$ cat config.mk
export PLATFORM = sky130hd
export DESIGN_NAME = dec_to_bin_conv
export DESIGN_NICKNAME = d
export VERILOG_FILES = /design/src/rtl/dec_to_bin_conv.sv
export SDC_FILE = /design/constraint.sdc
export NUM_CORES = 1
export LEC_CHECK = 0
export BUFFER_PORTS_ARGS = -buffer_cell sky130_fd_sc_hd__buf_2
export CAP_MARGIN = 10
export CELL_PAD_IN_SITES_DETAIL_PLACEMENT = 1
export CELL_PAD_IN_SITES_GLOBAL_PLACEMENT = 1
export CORE_MARGIN = 2
export CORE_UTILIZATION = 40
export DETAILED_ROUTE_END_ITERATION = 7
export HOLD_SLACK_MARGIN = 0.05
export PLACE_DENSITY_LB_ADDON = 0.25
export SLEW_MARGIN = 5
export SYNTH_ARGS = -nofsm -noshare
export SYNTH_HDL_FRONTEND = slang
export SYNTH_SLANG_ARGS = --single-unit
export TNS_END_PERCENT = 10
$ cat constraint.sdc
create_clock -name clk_i -period 1.51 [get_ports clk_i]
set_input_delay 0.302 -clock clk_i [delete_from_list [all_inputs] [get_ports clk_i]]
set_output_delay 0.302 -clock clk_i [all_outputs]
set_load 0.01 [all_outputs]
$ cat src/rtl/dec_to_bin_conv.sv
// BCD to binary converter using reverse double-dabble, one bit per clock.
// Define DEC_TO_BIN_SATURATE_EN to clamp overflowing results to all ones.
module dec_to_bin_conv #(
  parameter int DIGITS = 3,
  parameter int BIN_W  = 8
) (
  input  logic                  clk_i,
  input  logic                  rst_i,
  input  logic                  start_i,
  input  logic [4*DIGITS-1:0]   bcd_i,
  output logic [BIN_W-1:0]      bin_o,
  output logic                  valid_o,
  output logic                  busy_o,
  output logic                  err_o,
  output logic                  ovf_o
);

  localparam int BW = 4 * DIGITS;
  localparam int CW = $clog2(BIN_W + 1);
  localparam logic [CW-1:0] LAST = CW'(BIN_W - 1);

  typedef enum logic [1:0] {
    IDLE,
    SHIFT,
    DONE
  } state_t;

  state_t           state;
  state_t           state_nxt;
  logic [BW-1:0]    bcd_reg;
  logic [BW-1:0]    bcd_nxt;
  logic [BW-1:0]    bcd_sh;
  logic [BW-1:0]    bcd_adj;
  logic [BIN_W-1:0] bin_reg;
  logic [BIN_W-1:0] bin_nxt;
  logic [BIN_W-1:0] bin_sh;
  logic [BIN_W-1:0] fin;
  logic [BIN_W-1:0] res_nxt;
  logic [CW-1:0]    cnt;
  logic [CW-1:0]    cnt_nxt;
  logic             err_nxt;
  logic             ovf_nxt;
  logic             bad;
  logic             over;

  // One iteration: shift right, then pull each digit back into BCD range.
  always_comb begin
    {bcd_sh, bin_sh} = {bcd_reg, bin_reg} >> 1;
    bcd_adj = bcd_sh;
    for (int i = 0; i < DIGITS; i++) begin
      if (bcd_sh[4*i +: 4] >= 4'd8)
        bcd_adj[4*i +: 4] = bcd_sh[4*i +: 4] - 4'd3;
    end
  end

  always_comb begin
    bad = 1'b0;
    for (int i = 0; i < DIGITS; i++) begin
      if (bcd_i[4*i +: 4] > 4'd9)
        bad = 1'b1;
    end
  end

  // Residual BCD after the last shift is the part above BIN_W bits.
  assign over = |bcd_adj;

`ifdef DEC_TO_BIN_SATURATE_EN
  assign fin = over ? {BIN_W{1'b1}} : bin_sh;
`else
  assign fin = bin_sh;
`endif

  always_comb begin
    state_nxt = state;
    bcd_nxt   = bcd_reg;
    bin_nxt   = bin_reg;
    cnt_nxt   = cnt;
    res_nxt   = bin_o;
    err_nxt   = err_o;
    ovf_nxt   = ovf_o;
    unique case (state)
      IDLE: begin
        if (start_i) begin
          bcd_nxt = bcd_i;
          bin_nxt = '0;
          cnt_nxt = '0;
          if (bad) begin
            state_nxt = DONE;
            res_nxt   = '0;
            err_nxt   = 1'b1;
            ovf_nxt   = 1'b0;
          end else begin
            state_nxt = SHIFT;
          end
        end
      end
      SHIFT: begin
        bcd_nxt = bcd_adj;
        bin_nxt = bin_sh;
        cnt_nxt = cnt + CW'(1);
        if (cnt == LAST) begin
          state_nxt = DONE;
          res_nxt   = fin;
          err_nxt   = 1'b0;
          ovf_nxt   = over;
        end
      end
      DONE: begin
        state_nxt = IDLE;
      end
      default: begin
        state_nxt = IDLE;
      end
    endcase
  end

  always_ff @(posedge clk_i) begin
    if (rst_i) begin
      state   <= IDLE;
      bcd_reg <= '0;
      bin_reg <= '0;
      cnt     <= '0;
      bin_o   <= '0;
      err_o   <= 1'b0;
      ovf_o   <= 1'b0;
    end else begin
      state   <= state_nxt;
      bcd_reg <= bcd_nxt;
      bin_reg <= bin_nxt;
      cnt     <= cnt_nxt;
      bin_o   <= res_nxt;
      err_o   <= err_nxt;
      ovf_o   <= ovf_nxt;
    end
  end

  assign valid_o = (state == DONE);
  assign busy_o  = (state == SHIFT);

endmodule

Word level (Yosys, flattened, before mapping) --
Index checks and enable logic that the tools add are counted. W data, S select, Z words.
Operators by class: reductions and logical operators 6, add/subtract/negate cells 4, $lt $le $gt $ge 6, mux-type cells 28, equal/unequal tests 6
Operators by type and width (count):
- $mux W8 | 4
- $pmux W8 S2 | 2
- $pmux W12 S2 | 1
- $mux W4 | 4
- $gt A4 B4 Y1 const B | 3
- $mux W12 | 1
- $reduce_or A12 Y1 | 1
- $mux W1 | 9
- $ge A4 B4 Y1 const B | 2
- $pmux W4 S2 | 1
- $sub A4 B2 Y4 const B | 2
- $mux W2 | 3
- $add A4 B1 Y4 const B | 1
- $eq A4 B3 Y1 const B | 1
- $ge A3 B4 Y1 const B | 1
- $ne A2 B2 Y1 const B | 2
- $pmux W1 S2 | 2
- $pmux W2 S2 | 1
- $reduce_and A2 Y1 | 2
- $reduce_and A4 Y1 | 1
- $sub A3 B2 Y4 const B | 1
- $eq A2 B1 Y1 const B | 1
- $eq A2 B2 Y1 const B | 1
- $logic_not A2 Y1 | 1
- 2 further kinds | 2
Storage, ports and cells: input port bits 15, output and inout port bits 12, word-level logic and storage cells 57, register bits after elaboration 36

Depth between registers and ports, before layout --
word-level depth 7, mapped depth 7

Worst setup path after synthesis --
OpenSTA, ideal clock, no wires.
path kind register to register, from register bcd_reg[5], to register ovf_o, data arrival time 1.274 ns, clock period less this slack 1.391 ns, slack 0.119 ns, required time 1.393 ns, setup time 0.117 ns, cell stages (with the launch flop) 7, path buffers 0, cell sequence dfxtp_1 -> inv_1 -> ha_1 -> mux2i_1 -> and3_1 -> nand4_1 -> a22o_1
Between the ends: longest elaborated chain between the ends 5, elaborated cells on any way between the ends 6, classes of those cells add/sub: 1; order compare: 1; mux: 3; reduce/logical: 1
Ends and longest elaborated chain:
- from (decl) | RTL line 30 | logic [BW-1:0] bcd_reg;
- from (signal assigned) | RTL line 128 | bcd_reg <= bcd_nxt;
- $sub A4 B2 Y4 / $ge A4 B4 Y1 (equally long branches) | RTL line 52, 51
- $mux W4 (*) | RTL line 51 | if (bcd_sh[4*i +: 4] >= 4'd8)
- $reduce_or A12 Y1 (*) | RTL line 65 | assign over = |bcd_adj;
- $mux W1 (*) | RTL line 101 | if (cnt == LAST) begin
- $pmux W1 S2 (*) | RTL line 81 | unique case (state)
- to (signal assigned) | RTL line 133 | ovf_o <= ovf_nxt;
- to (decl) | RTL line 15 | output logic ovf_o
Mark *: on every way between the ends. The rest lies on a longest branch, timed or not. The select of a mux whose other input is x is not followed. A chain may end at the register's enable or synchronous reset.

Final worst setup path --
from register bcd_reg[2], to register ovf_o
Same word-level chain as after synthesis.

==> metrics.txt <==
# TYPE chip_impl_metric gauge
chip_impl_metric{name="timing.setup.tns",unit="ps"} 0
chip_impl_metric{name="whs",unit="ps"} 277
chip_impl_metric{name="via_count_of_the_first_global_routing_pass",unit=""} 1495
chip_impl_info{name="min_path_type",value="in2reg"} 1
chip_impl_info{name="critical_path_class",value="reg2reg"} 1
chip_impl_metric{name="route.detailed.vias_per_inst",unit=""} 5.34
chip_impl_metric{name="syn_nets",unit=""} 199
chip_impl_metric{name="start_util",unit="%"} 40.9
chip_impl_metric{name="ctsHoldBuffers",unit=""} 0
chip_impl_metric{name="vdd.ir_drop.worst",unit="V"} 0.000481
chip_impl_metric{name="power_density",unit="nW/um^2"} 986
chip_impl_info{name="synthMostInstantiatedCell",value="dfxtp_1"} 1
chip_impl_metric{name="coreArea",unit="um^2"} 3940
chip_impl_metric{name="vias",unit=""} 1462
chip_impl_metric{name="layout_cells_sized_above_1",unit="%"} 31.7
chip_impl_metric{name="die_area",unit="um^2"} 4550
chip_impl_metric{name="postRouteAntennaNets",unit=""} 0
chip_impl_metric{name="postLayoutCoreUtil",unit="%"} 52.2
chip_impl_metric{name="syn2layout_area_growth",unit="%"} 27.7
chip_impl_metric{name="setup-violations-final",unit=""} 0
chip_impl_metric{name="timing.final.crit_share",unit="%"} 94.7
chip_impl_metric{name="syn-mean-instance-area",unit="um^2"} 9.00
chip_impl_metric{name="synth_seq_cells",unit=""} 35
chip_impl_metric{name="dieWidth",unit="um"} 67.5
chip_impl_metric{name="dpl.cell_count",unit=""} 265
chip_impl_metric{name="synth-edff-count",unit=""} 0
chip_impl_metric{name="slew_viol_final",unit=""} 0
chip_impl_metric{name="wire_per_inst",unit="um"} 15.4
chip_impl_metric{name="dp.final_hpwl",unit="mm"} 3.19
chip_impl_info{name="post_synth_main_area_contributors",value="dfxtp_1 43%, nor2_1 5.4%, a22o_1 4.9%"} 1
chip_impl_metric{name="tritoncts.num_buffers",unit=""} 5
chip_impl_info{name="grt_setup_unrepaired",value="no"} 1
chip_impl_info{name="cts-root-buf",value="clkbuf_8"} 1
chip_impl_metric{name="antennaDiodeCount",unit=""} 0
chip_impl_metric{name="boundaryPins",unit=""} 27
chip_impl_metric{name="number_of_warnings_printed_during_yosys_synthesis",unit=""} 0
chip_impl_info{name="clock_tree_from_tritoncts",value="done"} 1
chip_impl_metric{name="timing.slew.headroom",unit="%"} 77.4
chip_impl_metric{name="synth_top_area_share",unit="%"} 43.5
chip_impl_metric{name="placement_rows",unit=""} 23
chip_impl_metric{name="number_of_flip_flops_under_the_largest_register_name",unit=""} 12
chip_impl_info{name="endpoint_class_of_the_critical_path",value="register"} 1
chip_impl_metric{name="fillCellCount",unit=""} 475
chip_impl_metric{name="maximum_number_of_pins_on_one_net_before_global_route_repair",unit=""} 24
chip_impl_info{name="timing.critical_path.from_type",value="register"} 1
chip_impl_metric{name="buffer_ports.inserted",unit=""} 26
chip_impl_metric{name="cts-htree-levels",unit=""} 2
chip_impl_metric{name="actual_slew_at_the_worst_max_slew_pin",unit="ps"} 338
chip_impl_info{name="synth_flop_cell",value="dfxtp_1"} 1
chip_impl_metric{name="netlist_instances",unit=""} 179
chip_impl_metric{name="tritoncts_num_sinks",unit=""} 35
chip_impl_metric{name="max_cap_violations",unit=""} 0
chip_impl_metric{name="fin_worst_skew",unit="ps"} 4.77
chip_impl_metric{name="grt_antenna_before_repair",unit=""} 0
chip_impl_metric{name="fmaxAchievable",unit="MHz"} 700
chip_impl_metric{name="route.detailed.drc",unit=""} 0
chip_impl_metric{name="yosysUniqueCellTypes",unit=""} 39
chip_impl_metric{name="final-hold-violation-count",unit=""} 0
chip_impl_metric{name="drtIter0Drc",unit=""} 57
chip_impl_info{name="netlist.top_cell.by_area",value="dfxtp_1"} 1
chip_impl_metric{name="ys_seq_area_share",unit="%"} 43.5
chip_impl_metric{name="routed_wirelength",unit="mm"} 4.22
chip_impl_metric{name="final_nets",unit=""} 243
chip_impl_metric{name="drt_first_pass_iters",unit=""} 5
chip_impl_metric{name="synth_area",unit="um^2"} 1610
chip_impl_metric{name="die_y",unit="um"} 67.5
chip_impl_metric{name="clock_pin_transition_on_the_worst_setup_and_hold_timing_paths",unit="ps"} 70
chip_impl_metric{name="finalCriticalPeriod",unit="ps"} 1430
chip_impl_metric{name="place.gp.congestion",unit=""} 0.839
chip_impl_metric{name="async_sr_flop_fraction",unit="%"} 0
chip_impl_metric{name="worstSkewPairLatency",unit="ps"} 290
chip_impl_metric{name="worstPathArrival",unit="ps"} 1620
chip_impl_metric{name="cts.path.max_buffers",unit=""} 2
chip_impl_metric{name="grt_overflow",unit=""} 0
chip_impl_metric{name="grt_pass1_wl",unit="mm"} 7.07
chip_impl_info{name="synth_top_cells_by_count",value="35 x dfxtp_1, 23 x nor2_1, 20 x nand2_1"} 1
chip_impl_metric{name="cp_max_fo",unit=""} 5
chip_impl_metric{name="gr-usage-all-layers",unit="%"} 21.0
chip_impl_metric{name="crit_required",unit="ps"} 1700
chip_impl_metric{name="fin_cells",unit=""} 274
chip_impl_metric{name="leakage",unit="nW"} 0.849
chip_impl_info{name="run_status",value="completed"} 1
[metrics by stage]
step | worst slack [ps] | instance area (um^2) | power (mW)
after floorplan | 119 | 1610 | 1.22
after global placement | -75.6 | 1910 | 1.34
after detailed placement | -153 | 1910 | 1.35
after CTS | -3.40 | 2010 | 2.05
after global routing | 0.267 | 2060 | 2.15
final | 80.5 | 2060 | 2.03
[power by group]
group	switching (mW)	internal, mW
sequential	0.0369	0.960
combinational	0.185	0.162
clock	0.364	0.321
[logic make-up (layout without fill, tap and decap cells)]
group	count (synthesis)	after routing	share of synthesized area [%]
compound gates	51	51	24.6
xor+xnor	5	5	2.72
fa+ha+maj	5	5	3.88
buf+inv	17	62	5.74
flops	35	35	43.5
mux	1	1	0.621
simple gates	65	65	18.9
[worst paths after layout]
check        cells past startpoint  slack [ps]               startpoint                      end
max                              5          80  bcd_reg[2]$_SDFFE_PP0P_       ovf_o$_SDFFE_PP0P_
min                              3         280                 bcd_i[8]  bcd_reg[8]$_SDFFE_PP0P_
max reg2reg                      5          80  bcd_reg[2]$_SDFFE_PP0P_       ovf_o$_SDFFE_PP0P_
min reg2reg                      1         460    state[1]$_SDFFE_PP0P_    state[1]$_SDFFE_PP0P_
[critical path: stages, from the launching register on]
cell and delay, ps:
dfxtp_2 370, inv_1 60, ha_1 300, o31ai_2 270, nand4_1 140, a22o_1 190
[what timing repair did]
action                                  CTS  global route
cloned                                    0             0
endpoints found under the hold margin     0             0
pin swaps                                 0             3
resized for setup                         7             9
endpoints found under the setup margin   10            11
buffers inserted                          0             2
[layer usage]
metal / up-vias / part of all wire (%) / track usage [%]
li1: 726 / - / -
met1: 698 / 45 / 25.2
met2: 34 / 51 / 37.5
met3: 4 / 3.3 / 4.67
met4: 0 / 0.69 / 5.61
met5: - / 0 / 0
[layout by cell type (no fill, tap or decap), types with 2 or more instances in the layout]
cell type	n
a22o_1	9
o211ai_1	5
nand2b_1	2
dfxtp_2	5
xnor2_1	5
inv_1	4
clkinvlp_4	2
buf_12	2
nor2b_1	3
clkbuf_8	5
buf_4	20
a311oi_1	6
a21o_1	2
nor2_1	23
dfxtp_4	2
ha_1	4
nand2_1	20
nor3_1	3
nand3b_1	2
a22oi_1	9
a21oi_1	7
o21ai_0	4
dfxtp_1	28
buf_2	26
a211oi_1	2
nand3_1	4
a211o_1	2
[area by class of cell]
class                           instances  area, um^2  area share (%)
Clock buffer                            5        68.8            3.34
Clock inverter                          3        20.0           0.973
Inverter                                5        21.3            1.03
Multi-Input combinational cell        127         840            40.8
Sequential cell                        35         714            34.7
Tap cell                               50        62.6            3.04
Timing Repair Buffer                   49         332            16.1
Power figures use the tool's default switching activity.
